==> config.mk <==
export PLATFORM = sky130hd
export DESIGN_NAME = apb_master_mslv
export DESIGN_NICKNAME = d
export VERILOG_FILES = /design/src/rtl/apb_pkg.sv /design/src/rtl/apb_addr_decoder.sv /design/src/rtl/apb_master_mslv.sv
export SDC_FILE = /design/constraint.sdc
export NUM_CORES = 1
export LEC_CHECK = 0
export ABC_CLOCK_PERIOD_IN_PS = 4550
export CAP_MARGIN = 20
export CORE_AREA = 4 4 111 113
export DETAILED_ROUTE_END_ITERATION = 8
export DIE_AREA = 0 0 115 117
export PLACE_DENSITY = 0.81
export SLEW_MARGIN = 25
export SYNTH_ARGS = -nofsm -noshare
export SYNTH_HDL_FRONTEND = slang
export SYNTH_HIERARCHICAL = 1
export SYNTH_SLANG_ARGS = --single-unit
==> constraint.sdc <==
create_clock -name pclk -period 4.55 [get_ports pclk]
set_input_delay 0.6825 -clock pclk [delete_from_list [all_inputs] [get_ports pclk]]
set_output_delay 0.6825 -clock pclk [all_outputs]
set_load 0.02 [all_outputs]
==> src/rtl/apb_pkg.sv <==
// rtl/apb_pkg.sv - shared types and width helpers for the multi-slave APB master
package apb_pkg;

    typedef enum logic [1:0] {
        IDLE,
        SETUP,
        ACCESS,
        RESP
    } apb_state_e;

    // Select field is at least one bit wide so a single-slave bus still has an index.
    function automatic int sel_width(input int n);
        return (n <= 1) ? 1 : $clog2(n);
    endfunction

    function automatic int strb_width(input int data_width);
        return data_width / 8;
    endfunction

endpackage

==> src/rtl/apb_addr_decoder.sv <==
// rtl/apb_addr_decoder.sv - slave index field to one-hot psel plus out-of-range flag
module apb_addr_decoder #(
    parameter int NUM_SLAVES = 4,
    parameter int SEL_W      = 2
) (
    input  logic [SEL_W-1:0]      i_addr_hi,
    output logic [NUM_SLAVES-1:0] o_sel,
    output logic                  o_decode_err
);

    always_comb begin
        o_sel = '0;
        for (int i = 0; i < NUM_SLAVES; i++) begin
            o_sel[i] = (int'(i_addr_hi) == i);
        end
    end

    assign o_decode_err = (int'(i_addr_hi) >= NUM_SLAVES);

endmodule

==> src/rtl/apb_master_mslv.sv <==
// rtl/apb_master_mslv.sv - single-outstanding APB master driving NUM_SLAVES slaves on a shared bus
module apb_master_mslv
    import apb_pkg::*;
#(
    parameter int ADDR_WIDTH     = 8,
    parameter int DATA_WIDTH     = 32,
    parameter int NUM_SLAVES     = 4,
    parameter int TIMEOUT_CYCLES = 16
) (
    input  logic                             pclk,
    input  logic                             preset_n,
    input  logic                             req_valid,
    output logic                             req_ready,
    input  logic                             req_write,
    input  logic [ADDR_WIDTH-1:0]            req_addr,
    input  logic [DATA_WIDTH-1:0]            req_wdata,
    input  logic [DATA_WIDTH/8-1:0]          req_strb,
    output logic                             rsp_valid,
    input  logic                             rsp_ready,
    output logic [DATA_WIDTH-1:0]            rsp_rdata,
    output logic                             rsp_err,
    output logic                             rsp_timeout,
    output logic [ADDR_WIDTH-1:0]            paddr,
    output logic [NUM_SLAVES-1:0]            psel,
    output logic                             penable,
    output logic                             pwrite,
    output logic [DATA_WIDTH-1:0]            pwdata,
    output logic [DATA_WIDTH/8-1:0]          pstrb,
    input  logic [NUM_SLAVES*DATA_WIDTH-1:0] prdata,
    input  logic [NUM_SLAVES-1:0]            pready,
    input  logic [NUM_SLAVES-1:0]            pslverr
);

    localparam int SEL_W  = sel_width(NUM_SLAVES);
    localparam int STRB_W = strb_width(DATA_WIDTH);
    localparam int TMR_W  = (TIMEOUT_CYCLES < 2) ? 1 : $clog2(TIMEOUT_CYCLES);

    apb_state_e            r_state;
    logic [NUM_SLAVES-1:0] r_psel;
    logic                  r_penable;
    logic [ADDR_WIDTH-1:0] r_paddr;
    logic                  r_pwrite;
    logic [DATA_WIDTH-1:0] r_pwdata;
    logic [STRB_W-1:0]     r_pstrb;
    logic [TMR_W-1:0]      r_timer;
    logic [DATA_WIDTH-1:0] r_rdata;
    logic                  r_err;
    logic                  r_timeout;

    logic [NUM_SLAVES-1:0] w_sel;
    logic                  w_dec_err;
    logic [DATA_WIDTH-1:0] w_rdata;
    logic                  w_ready;
    logic                  w_slverr;
    logic                  w_tmo;

    apb_addr_decoder #(
        .NUM_SLAVES (NUM_SLAVES),
        .SEL_W      (SEL_W)
    ) u_dec (
        .i_addr_hi    (req_addr[ADDR_WIDTH-1 -: SEL_W]),
        .o_sel        (w_sel),
        .o_decode_err (w_dec_err)
    );

    // The latched one-hot select doubles as the return-path mux, so unselected slaves are never looked at.
    always_comb begin
        w_rdata  = '0;
        w_ready  = 1'b0;
        w_slverr = 1'b0;
        for (int i = 0; i < NUM_SLAVES; i++) begin
            if (r_psel[i]) begin
                w_rdata  = w_rdata | prdata[i*DATA_WIDTH +: DATA_WIDTH];
                w_ready  = w_ready | pready[i];
                w_slverr = w_slverr | pslverr[i];
            end
        end
    end

    assign w_tmo = (TIMEOUT_CYCLES != 0) && (r_timer == TMR_W'(TIMEOUT_CYCLES - 1));

    always_ff @(posedge pclk or negedge preset_n) begin
        if (!preset_n) begin
            r_state   <= IDLE;
            r_psel    <= '0;
            r_penable <= 1'b0;
            r_paddr   <= '0;
            r_pwrite  <= 1'b0;
            r_pwdata  <= '0;
            r_pstrb   <= '0;
            r_timer   <= '0;
            r_rdata   <= '0;
            r_err     <= 1'b0;
            r_timeout <= 1'b0;
        end else begin
            case (r_state)
                IDLE: begin
                    if (req_valid) begin
                        if (w_dec_err) begin
                            r_state <= RESP;
                            r_err   <= 1'b1;
                        end else begin
                            r_state  <= SETUP;
                            r_psel   <= w_sel;
                            r_paddr  <= req_addr;
                            r_pwrite <= req_write;
                            r_pwdata <= req_write ? req_wdata : '0;
                            r_pstrb  <= req_write ? req_strb : '0;
                            r_timer  <= '0;
                        end
                    end
                end
                SETUP: begin
                    r_penable <= 1'b1;
                    r_state   <= ACCESS;
                end
                ACCESS: begin
                    if (w_ready || w_tmo) begin
                        r_state   <= RESP;
                        r_err     <= w_ready ? w_slverr : 1'b1;
                        r_timeout <= !w_ready;
                        r_rdata   <= (w_ready && !r_pwrite && !w_slverr) ? w_rdata : '0;
                        r_psel    <= '0;
                        r_penable <= 1'b0;
                        r_paddr   <= '0;
                        r_pwrite  <= 1'b0;
                        r_pwdata  <= '0;
                        r_pstrb   <= '0;
                    end else begin
                        r_timer <= r_timer + 1'b1;
                    end
                end
                RESP: begin
                    if (rsp_ready) begin
                        r_state   <= IDLE;
                        r_rdata   <= '0;
                        r_err     <= 1'b0;
                        r_timeout <= 1'b0;
                    end
                end
                default: r_state <= IDLE;
            endcase
        end
    end

    assign req_ready   = (r_state == IDLE);
    assign rsp_valid   = (r_state == RESP);
    assign rsp_rdata   = r_rdata;
    assign rsp_err     = r_err;
    assign rsp_timeout = r_timeout;
    assign paddr       = r_paddr;
    assign psel        = r_psel;
    assign penable     = r_penable;
    assign pwrite      = r_pwrite;
    assign pwdata      = r_pwdata;
    assign pstrb       = r_pstrb;

endmodule

==> Flow_metrics.wiki <==
{| class="wikitable"
! Metric !! Value
|-
| Result of the run || completed
|-
| Initial antenna violation count || 0
|-
| Setup repair after global routing missed its margin || no
|-
| Async S/R FF share, synth || 100.0%
|-
| GPL Wtd Cong || around 0.9
|-
| Class of the tightest hold or removal check || in2async
|-
| Number of core rows || 39
|-
| Library cell with the highest instance count after synthesis || sky130_fd_sc_hd__dfrtp_1
|-
| Die area || approximately 13000 um^2
|-
| Overall routed net length || about 16000 um
|-
| Number of hold buffers added after cts || 0
|-
| Die outline width || ~120 um
|-
| Syn Area/Cell || ~12 um^2
|-
| Worst clock skew || ~9 ps
|-
| Worst slack after detailed placement || 1474 ps
|-
| Register clock-pin slew on the reported worst setup and hold paths || 60 ps
|-
| Layout Area Growth over Synthesis || 69.52%
|-
| Post-detailed-route count of antenna-violating nets || 0
|-
| Number of setup buffers added after CTS || 0
|-
| DR iter-0 viols || 163
|-
| TritonCTS clock tree || built
|-
| Filler Cells Inserted || 847
|-
| Dominant register cell in the synthesized netlist || sky130_fd_sc_hd__dfrtp_1
|-
| Cells along the critical path || inv_1, ha_1, clkdlybuf4s50_1
|-
| Maximum ir drop on the vdd rail || 0.3822 mV
|-
| Chip height || ~120 um
|-
| Vias in the first global route || between 4k and 5k
|-
| Routed via count || 4226
|-
| Hold WS || approximately 400 ps
|-
| DRC violations left || 0
|-
| Max H-tree Level || 3
|-
| Std-Cell Core Area || about 11000 um^2
|-
| Biggest area contributors in the synthesized netlist || sky130_fd_sc_hd__dfrtp_1 51%, sky130_fd_sc_hd__a22oi_1 11%, sky130_fd_sc_hd__a22o_1 10%, sky130_fd_sc_hd__mux2_2 5.6%, sky130_fd_sc_hd__a21oi_1 3.9%
|-
| Most frequent cells after synthesis || 90 x sky130_fd_sc_hd__dfrtp_1, 66 x sky130_fd_sc_hd__a22oi_1, 51 x sky130_fd_sc_hd__a22o_1, 35 x sky130_fd_sc_hd__a21oi_1, 22 x sky130_fd_sc_hd__mux2_2
|-
| Total track usage || 22.54%
|-
| Wire length of the first global-routing pass || approximately 24000 um
|-
| # clock sinks || 90
|-
| Register bit total from synthesis || 90
|-
| Global route overflow || 0
|-
| Arrival time of data at the critical path endpoint || 1850 ps
|-
| Layout cell share with drive strength beyond 1 || roughly 10%
|-
| Final setup vio count || 0
|-
| Synth Cell Area || between 4000 and 5000 um^2
|-
| Total I/O pin count || 271
|-
| Distinct cell type count of the synthesized netlist || 47
|-
| Cell area after placement || between 7000 and 8000 um^2
|-
| Type of destination of the critical path || output pin
|-
| Critical Path Start Type || register
|-
| Kind of critical path || reg2out
|-
| Number of input and output port buffers inserted || 270
|-
| Final setup margin || 2020 ps
|-
| Clock Tree Root || sky130_fd_sc_hd__clkbuf_16
|-
| Total clock buffers created by CTS || 9
|-
| Critical Path RT || 3870 ps
|-
| Number of vias per cell || roughly 5.5
|-
| Source-to-sink clock delay at the later pin of the worst-skew pair || between 300 and 400 ps
|-
| CP max stage delay || 670 ps
|-
| Period utilisation layout || between 50 and 60%
|-
| Post-DP HPWL || 11710 um
|-
| Register-to-register setup slack || around 2200 ps
|-
| Post-layout utilization of the core || between 60% and 70%
|-
| Number of flops mapped to enable cells by yosys || 0
|-
| Final max-slew violation count || 0
|-
| CP max FO || 9
|-
| Synthesized netlist net count || 560
|-
| Fraction of synthesized cell area taken by the top area cell type || approximately 50%
|-
| Post-layout instance area || 7551 um^2
|-
| Total Neg Setup Slack || 0 ps
|-
| # nets final || ~810
|-
| Standby leakage power || roughly 3.1 nW
|-
| Maximum achievable frequency || slightly below 400 MHz
|-
| Worst relative slew slack || about two fifths
|-
| Pin count of the biggest net entering global routing || approximately 90
|-
| Number of max-cap violations || 0
|-
| Clock tree buffer depth || 2
|-
| Post-DR wirelength/cell || between 20 and 25 um
|-
| Slowest stage cell on the critical path || sky130_fd_sc_hd__clkdlybuf4s50_1
|-
| Transition time of the tightest slew-check pin || around 910 ps
|-
| Final number of hold-violating endpoints || 0
|-
| Cell Pwr Density || 502.0 nW/um^2
|-
| Pre-antenna DRT Iters || 4
|-
| Cell class contributing the biggest share of worst-path delay || buffers and inverters
|-
| Sequential cell area fraction in the yosys report || slightly above 50%
|-
| WP buf/inv || 2
|-
| N_diodes || 0
|-
| Initial Utilization || 39.35%
|-
| Final critical path time including I/O delays and setup || 2530 ps
|-
| Count of synthesis-stage warnings from yosys || 6
|-
| Area leader, netlist || sky130_fd_sc_hd__dfrtp_1
|-
| Synthesized netlist cell count || 370
|-
| # resized after CTS || 0
|}
==> area by class of cell <==
class	count	area, um^2	share of cell area, %
flip-flops and latches	90	2252	29.83
clock buffers	12	246.5	3.264
multi-input cells	241	1984	26.28
clock inverters	4	73.82	0.9776
well taps	143	178.9	2.370
repair buffers	277	2796	37.03
inverters	5	18.77	0.2486
==> cells by family after synthesis <==
logic type | synth area share (%)
compound gates | 29.24
mux | 9.410
buf+inv | 5.056
simple gates | 4.242
fa+ha+maj | 1.404
flops | 50.56
other cells | 0.08419
==> registers in the layout (all words and copies together) (netlist names) <==
signal / count
paddr: 8
rsp_timeout: 1
pwdata: 32
r_state: 2
pwrite: 1
psel: 4
r_timer: 4
rsp_rdata: 32
penable: 1
rsp_err: 1
pstrb: 4
==> worst paths after layout <==
path                        startpoint            end  depth (start not counted)
min in group pclk          rsp_timeout    rsp_timeout                          1
min                           preset_n     pwdata[29]                          1
min reg2reg                rsp_timeout    rsp_timeout                          1
max reg2reg                 r_state[0]     pwdata[19]                          6
max                         r_state[0]      req_ready                          3
max in group asynchronous     preset_n  rsp_rdata[21]                          1
==> placed cells by master (no fill, tap or decap), types with 4 or more instances in the layout <==
cell and instances:
sky130_fd_sc_hd__mux2_2 22, sky130_fd_sc_hd__nand2_1 6, sky130_fd_sc_hd__clkdlybuf4s50_1 269, sky130_fd_sc_hd__clkbuf_16 9
sky130_fd_sc_hd__nor2_1 5, sky130_fd_sc_hd__inv_1 4, sky130_fd_sc_hd__dfrtp_1 90, sky130_fd_sc_hd__ha_1 5
sky130_fd_sc_hd__mux2_4 10, sky130_fd_sc_hd__a21oi_1 35, sky130_fd_sc_hd__buf_4 5, sky130_fd_sc_hd__a22oi_1 66
sky130_fd_sc_hd__a22o_1 51, sky130_fd_sc_hd__nand3_1 6
==> through the flow <==
stage | total power [mW] | cells
floorplan | 2.241 | 370
global placement | 2.887 | 754
detailed placement | 2.972 | 755
CTS | 3.797 | 771
global route | 4.012 | 772
finish | 3.791 | 772
==> per-layer routing <==
layer / GRT usage, % / vias up / part of all wire [%]
li1: - / 1948 / -
met1: 25.87 / 2038 / 38
met2: 38.23 / 223 / 49
met3: 9.512 / 17 / 11
met4: 7.355 / 0 / 1.6
met5: 0 / - / 0
==> power by group <==
part | switching (mW) | internal (mW) | total [mW]
sequential | 0.161 | 0.983 | 1.14
combinational | 0.954 | 0.896 | 1.85
clock | 0.299 | 0.498 | 0.797
total | 1.41 | 2.38 | 3.79
Note: power is estimated with default switching activity, not from simulation.
